`src/rtl/t_counter_param_if.sv`:
```
// Control/status bundle of the parametrised T-flip-flop counter.
// The master drives the count controls; the slave (the counter) returns q, tc and wrap.
interface t_counter_param_if #(
  parameter int WIDTH = 4
);
  logic             en;
  logic             up;
  logic             sat;
  logic             load;
  logic [WIDTH-1:0] load_val;
  logic [WIDTH-1:0] q;
  logic             tc;
  logic             wrap;

  modport master (
    output en, up, sat, load, load_val,
    input  q, tc, wrap
  );

  modport slave (
    input  en, up, sat, load, load_val,
    output q, tc, wrap
  );
endinterface

```
`src/rtl/t_counter_param.sv`:
```
// Modulo-MODULUS up/down counter built from per-bit T flip-flops (q_next = q ^ t),
// with enable, parallel load, wrap/saturate mode, terminal count and a wrap pulse.
module t_counter_param #(
  parameter int WIDTH   = 4,
  parameter int MODULUS = 2 ** WIDTH
) (
  input logic                clk,
  input logic                reset,
  t_counter_param_if.slave   cnt_if
);

  localparam logic [WIDTH-1:0] END_VAL    = WIDTH'(MODULUS - 1);
  localparam logic [WIDTH-1:0] ZERO_VAL   = {WIDTH{1'b0}};
  localparam bit               FULL_RANGE = (MODULUS == (2 ** WIDTH));

  logic [WIDTH-1:0] cnt_q;
  logic [WIDTH-1:0] cnt_d;
  logic             wrap_q;
  logic             wrap_d;
  logic [WIDTH-1:0] tog_s;
  logic [WIDTH-1:0] up_tog_s;
  logic [WIDTH-1:0] dn_tog_s;
  logic [WIDTH-1:0] load_clamp_s;
  logic             at_top_s;
  logic             at_bot_s;
  logic             oor_s;

  assign at_top_s = (cnt_q == END_VAL);
  assign at_bot_s = (cnt_q == ZERO_VAL);

  // A full-range counter can never hold an out-of-range value or be loaded with one.
  generate
    if (FULL_RANGE) begin : g_full
      assign oor_s        = 1'b0;
      assign load_clamp_s = cnt_if.load_val;
    end else begin : g_part
      assign oor_s        = (cnt_q > END_VAL);
      assign load_clamp_s = (cnt_if.load_val > END_VAL) ? END_VAL : cnt_if.load_val;
    end
  endgenerate

  // Ripple toggle terms: bit i toggles when all lower bits are 1 (up) or all 0 (down).
  always_comb begin
    logic [WIDTH-1:0] mask;
    up_tog_s = {WIDTH{1'b0}};
    dn_tog_s = {WIDTH{1'b0}};
    for (int i = 0; i < WIDTH; i++) begin
      mask        = (WIDTH'(1) << i) - WIDTH'(1);
      up_tog_s[i] = &(cnt_q | ~mask);
      dn_tog_s[i] = &(~cnt_q | ~mask);
    end
  end

  // Toggle vector selection; end values override the ripple terms so non-power-of-two
  // moduli close the cycle (for full range the overrides equal the ripple terms anyway).
  always_comb begin
    tog_s  = {WIDTH{1'b0}};
    wrap_d = 1'b0;
    if (cnt_if.load) begin
      tog_s = cnt_q ^ load_clamp_s;
    end else if (cnt_if.en) begin
      if (oor_s) begin
        tog_s = cnt_q;
      end else if (cnt_if.up) begin
        if (!at_top_s) begin
          tog_s = up_tog_s;
        end else if (cnt_if.sat) begin
          tog_s = {WIDTH{1'b0}};
        end else begin
          tog_s  = cnt_q;
          wrap_d = 1'b1;
        end
      end else begin
        if (!at_bot_s) begin
          tog_s = dn_tog_s;
        end else if (cnt_if.sat) begin
          tog_s = {WIDTH{1'b0}};
        end else begin
          tog_s  = END_VAL;
          wrap_d = 1'b1;
        end
      end
    end else begin
      tog_s = {WIDTH{1'b0}};
    end
    cnt_d = cnt_q ^ tog_s;
  end

  // Count register and wrap flag.
  always_ff @(posedge clk) begin
    if (reset) begin
      cnt_q  <= {WIDTH{1'b0}};
      wrap_q <= 1'b0;
    end else begin
      cnt_q  <= cnt_d;
      wrap_q <= wrap_d;
    end
  end

  assign cnt_if.q    = cnt_q;
  assign cnt_if.wrap = wrap_q;
  assign cnt_if.tc   = cnt_if.en & ((cnt_if.up & at_top_s) | (~cnt_if.up & at_bot_s));

endmodule

```
`src/flat_wrapper.sv`:
```
// flat-port wrapper written by rule: the top's interface ports become plain ports
module t_counter_param_flat 
#(
  parameter int WIDTH   = 4,
  parameter int MODULUS = 2 ** WIDTH
)
  (clk, reset, cnt_if_en, cnt_if_up, cnt_if_sat, cnt_if_load, cnt_if_load_val, cnt_if_q, cnt_if_tc, cnt_if_wrap);
  t_counter_param_if #(.WIDTH(WIDTH)) cnt_if_i ();
  input logic clk;
  input logic reset;
  input wire logic [$bits(cnt_if_i.en)-1:0] cnt_if_en;
  input wire logic [$bits(cnt_if_i.up)-1:0] cnt_if_up;
  input wire logic [$bits(cnt_if_i.sat)-1:0] cnt_if_sat;
  input wire logic [$bits(cnt_if_i.load)-1:0] cnt_if_load;
  input wire logic [$bits(cnt_if_i.load_val)-1:0] cnt_if_load_val;
  output wire logic [$bits(cnt_if_i.q)-1:0] cnt_if_q;
  output wire logic [$bits(cnt_if_i.tc)-1:0] cnt_if_tc;
  output wire logic [$bits(cnt_if_i.wrap)-1:0] cnt_if_wrap;
  assign cnt_if_i.en = cnt_if_en;
  assign cnt_if_i.up = cnt_if_up;
  assign cnt_if_i.sat = cnt_if_sat;
  assign cnt_if_i.load = cnt_if_load;
  assign cnt_if_i.load_val = cnt_if_load_val;
  assign cnt_if_q = cnt_if_i.q;
  assign cnt_if_tc = cnt_if_i.tc;
  assign cnt_if_wrap = cnt_if_i.wrap;
  t_counter_param #(.WIDTH(WIDTH), .MODULUS(MODULUS)) u_core (.clk(clk), .reset(reset), .cnt_if(cnt_if_i));
endmodule
```
`config.mk`:
```
export PLATFORM = sky130hd
export DESIGN_NAME = t_counter_param_flat
export DESIGN_NICKNAME = d
export VERILOG_FILES = /design/src/rtl/t_counter_param_if.sv /design/src/rtl/t_counter_param.sv /design/src/flat_wrapper.sv
export SDC_FILE = /design/constraint.sdc
export NUM_CORES = 1
export LEC_CHECK = 0
export ABC_AREA = 1
export CAP_MARGIN = 20
export CORE_AREA = 5 5 42 44
export CTS_BUF_LIST = sky130_fd_sc_hd__clkbuf_2 sky130_fd_sc_hd__clkbuf_4 sky130_fd_sc_hd__clkbuf_8
export DETAILED_ROUTE_END_ITERATION = 8
export DIE_AREA = 0 0 47 49
export PLACE_DENSITY = 0.64
export SLEW_MARGIN = 30
export SYNTH_ARGS = -nofsm -noshare
export SYNTH_HDL_FRONTEND = slang
export SYNTH_SLANG_ARGS = --single-unit
```
`constraint.sdc`:
```
create_clock -name clk -period 1.8 [get_ports clk]
set_input_delay 0.45 -clock clk [delete_from_list [all_inputs] [get_ports clk]]
set_output_delay 0.45 -clock clk [all_outputs]
set_load 0.005 [all_outputs]
```
==> results of run 1 <==
## flip-flops by register name, indices dropped and copies added (netlist names)
register,flops
u_core.cnt_if.wrap,1
u_core.cnt_if.q,4
## area by class of cell
type | instances | area (um^2)
fill | 146 | 675.6
multi-input combinational | 56 | 267.8
timing repair buffer | 29 | 255.2
inverter | 13 | 48.80
tap | 16 | 20.02
clock buffer | 4 | 30.03
sequential | 5 | 103.9
## power by group through the flow
stage,clock network [uW],logic [uW],registers [uW]
finish,146,150,129
global route,166,166,130
CTS,151,147,127
detailed placement,0,145,129
global placement,0,143,129
floorplan,0,59.5,131
## worst max-delay path: stages
cell,delay [ps]
clkdlybuf4s50_1,480
inv_1,60
nor2_1,90
clkdlybuf4s15_2,210
## cell usage after synthesis (all sizes together)
cell type,instances,area [um^2]
nand2,19,78.83
dfxtp,5,100.1
nand3,9,45.04
clkinv,1,3.750
o211ai,1,7.510
a21oi,4,23.77
o21ai,6,30.02
nand4,3,18.77
nor2,13,51.30
nor3,1,5.000
inv,12,45.04
## cell families (layout without fill, tap and decap cells)
kind of cell | count (synthesis) | in the layout | share of synthesized area
buffers and inverters | 13 | 46 | 0.1192
flip-flops | 5 | 5 | 0.2447
AND/OR/NAND/NOR | 45 | 45 | 0.4862
AO/OA/AOI/OAI | 11 | 11 | 0.1498
## worst paths after layout
path              depth (start not counted)                       endpoint                          start  slack (ps)
setup / recovery                          4                      cnt_if_tc                      cnt_if_en          70
hold / removal                            5  u_core.cnt_if.q[0]$_SDFF_PP0_  u_core.cnt_if.q[0]$_SDFF_PP0_         680
setup reg to reg                          9  u_core.cnt_if.q[3]$_SDFF_PP0_  u_core.cnt_if.q[2]$_SDFF_PP0_         480
hold reg to reg                           5  u_core.cnt_if.q[0]$_SDFF_PP0_  u_core.cnt_if.q[0]$_SDFF_PP0_         680
## per-layer routing
layer | track usage | routed length [um]
met3 | 0.01476 | 54
met5 | 0 | 0
met4 | 0.06912 | 0
met2 | 0.1968 | 656
met1 | 0.1425 | 529
## per-stage QoR
step | total power, uW | TNS (ps) | util | setup WS [ps] | hold slack, ps
after floorplan | 190.4 | 0 | - | 510.3 | 598.1
after global placement | 271.8 | -469.8 | 0.4884 | -469.8 | 682.5
after detailed placement | 274.0 | -463.5 | 0.4884 | -463.5 | 695.5
after CTS | 425.5 | 0 | 0.5125 | 56.85 | 710.0
after global routing | 462.2 | 0 | 0.5179 | 3.761 | 750.9
final | 425.3 | 0 | 0.5179 | 66.10 | 679.3
## repair_timing
item,in CTS,in global routing
pin swaps,0,0
setup endpoints to repair,1,1
cloned,0,0
gates resized for setup,8,6
==> results.json, run 1 <==
{
  "syn-cell-area_um2": 409.1,
  "cts_max_level": 1,
  "grt_max_degree": 10,
  "swShare": 0.2951,
  "ys_warn_count": 0,
  "clockPowerShare": 0.343,
  "worst_ep_arrival_time_ps": 1280,
  "worstPathMaxFanout": 2,
  "fmax_mhz": 576.7,
  "vias": 554,
  "endpoint_kind": "output pin",
  "coreArea_um2": 1401,
  "dr.pass1.iters": 4,
  "p_switching_uw": 125.5,
  "num_rows": 14,
  "clk_pin_slew_ps": 40,
  "root_buffer": "clkbuf_4",
  "peakVddDrop_mv": 0.3952,
  "fin_area_um2": 725.7,
  "worstMarginPinSlew_ps": 232.3,
  "synth-seq-area-share": 0.2446,
  "io_buffers": 15,
  "rsz0062_at_grt": "no",
  "routedWlPerCell_um": 10.08,
  "area_growth_pct": 77.37,
  "placed_area_um2": 684.4,
  "hold_viol_final": 0,
  "tritoncts": "built",
  "setup_viol": 0,
  "cap_viol_max_count": 0,
  "diodes": 0,
  "final_common_cell": "nand2_1",
  "start_util": 0.2920,
  "grt-ovfl-total": 0,
  "track_usage": 0.1203,
  "slew_headroom": 0.8445,
  "via_per_inst": 4.504,
  "dpl.hpwl_um": 982.8,
  "postCtsHoldBufs": 0,
  "numCtsBuffers": 3,
  "instances_no_fill": 123,
  "nNetsFinal": 118,
  "antenna_found_initial": 0,
  "boundaryPins": 16,
  "cts_sinks": 5,
  "finalWirelength_mm": 1.240,
  "syn-num-nets": 84,
  "drc": 0,
  "crit_required_ps": 1350,
  "cellLeakagePower_uw": 0.0003640,
  "grt_pass1_vias": 508,
  "clock_latency_ps": 240,
  "die_w_um": 47,
  "ys_types": 15,
  "comb_power_share": 0.353,
  "grt_pass1_wl_mm": 2.049,
  "final_cell_mix": "16 x nand2_1, 14 x buf_4, 13 x clkdlybuf4s50_1",
  "syn_area_per_cell_um2": 5.529,
  "ys_seq_elements": 5,
  "seqPwrFrac": 0.303,
  "max-clock-path-buffers": 2,
  "routabilityCongestion": 0.7452,
  "die_y_um": 49,
  "p_int_uw": 299.8,
  "cts_setup_buffers": 0,
  "final_layout_size_suffix_gt1_frac": 0.2991,
  "die-area_um2": 2303,
  "finalCritPeriodShare": 0.9633,
  "worstSetupPathType": "in2out",
  "period_minus_slack_ps": 1734,
  "ant_nets": 0,
  "slew_violations": 0,
  "finClkSkew_ps": 0.2468,
  "critPathLaunchType": "primary input",
  "status": "finished clean",
  "first_iter_violations": 13,
  "p_per_area_nw_per_um2": 586.1,
  "place_inst": 119,
  "synth_cells": 74,
  "hp-class": "reg2reg"
}
Note: power is estimated with default switching activity, not from simulation.
==> run 2, diff against run 1 <==
--- a/config.mk
+++ b/config.mk
@@ -12,6 +12,7 @@
 export DETAILED_ROUTE_END_ITERATION = 8
 export DIE_AREA = 0 0 47 49
 export PLACE_DENSITY = 0.64
+export REMOVE_ABC_BUFFERS = 1
 export SLEW_MARGIN = 30
 export SYNTH_ARGS = -nofsm -noshare
 export SYNTH_HDL_FRONTEND = slang
==> results of run 2 <==
Final layout, timing and power as in run 1 (identical DEF).
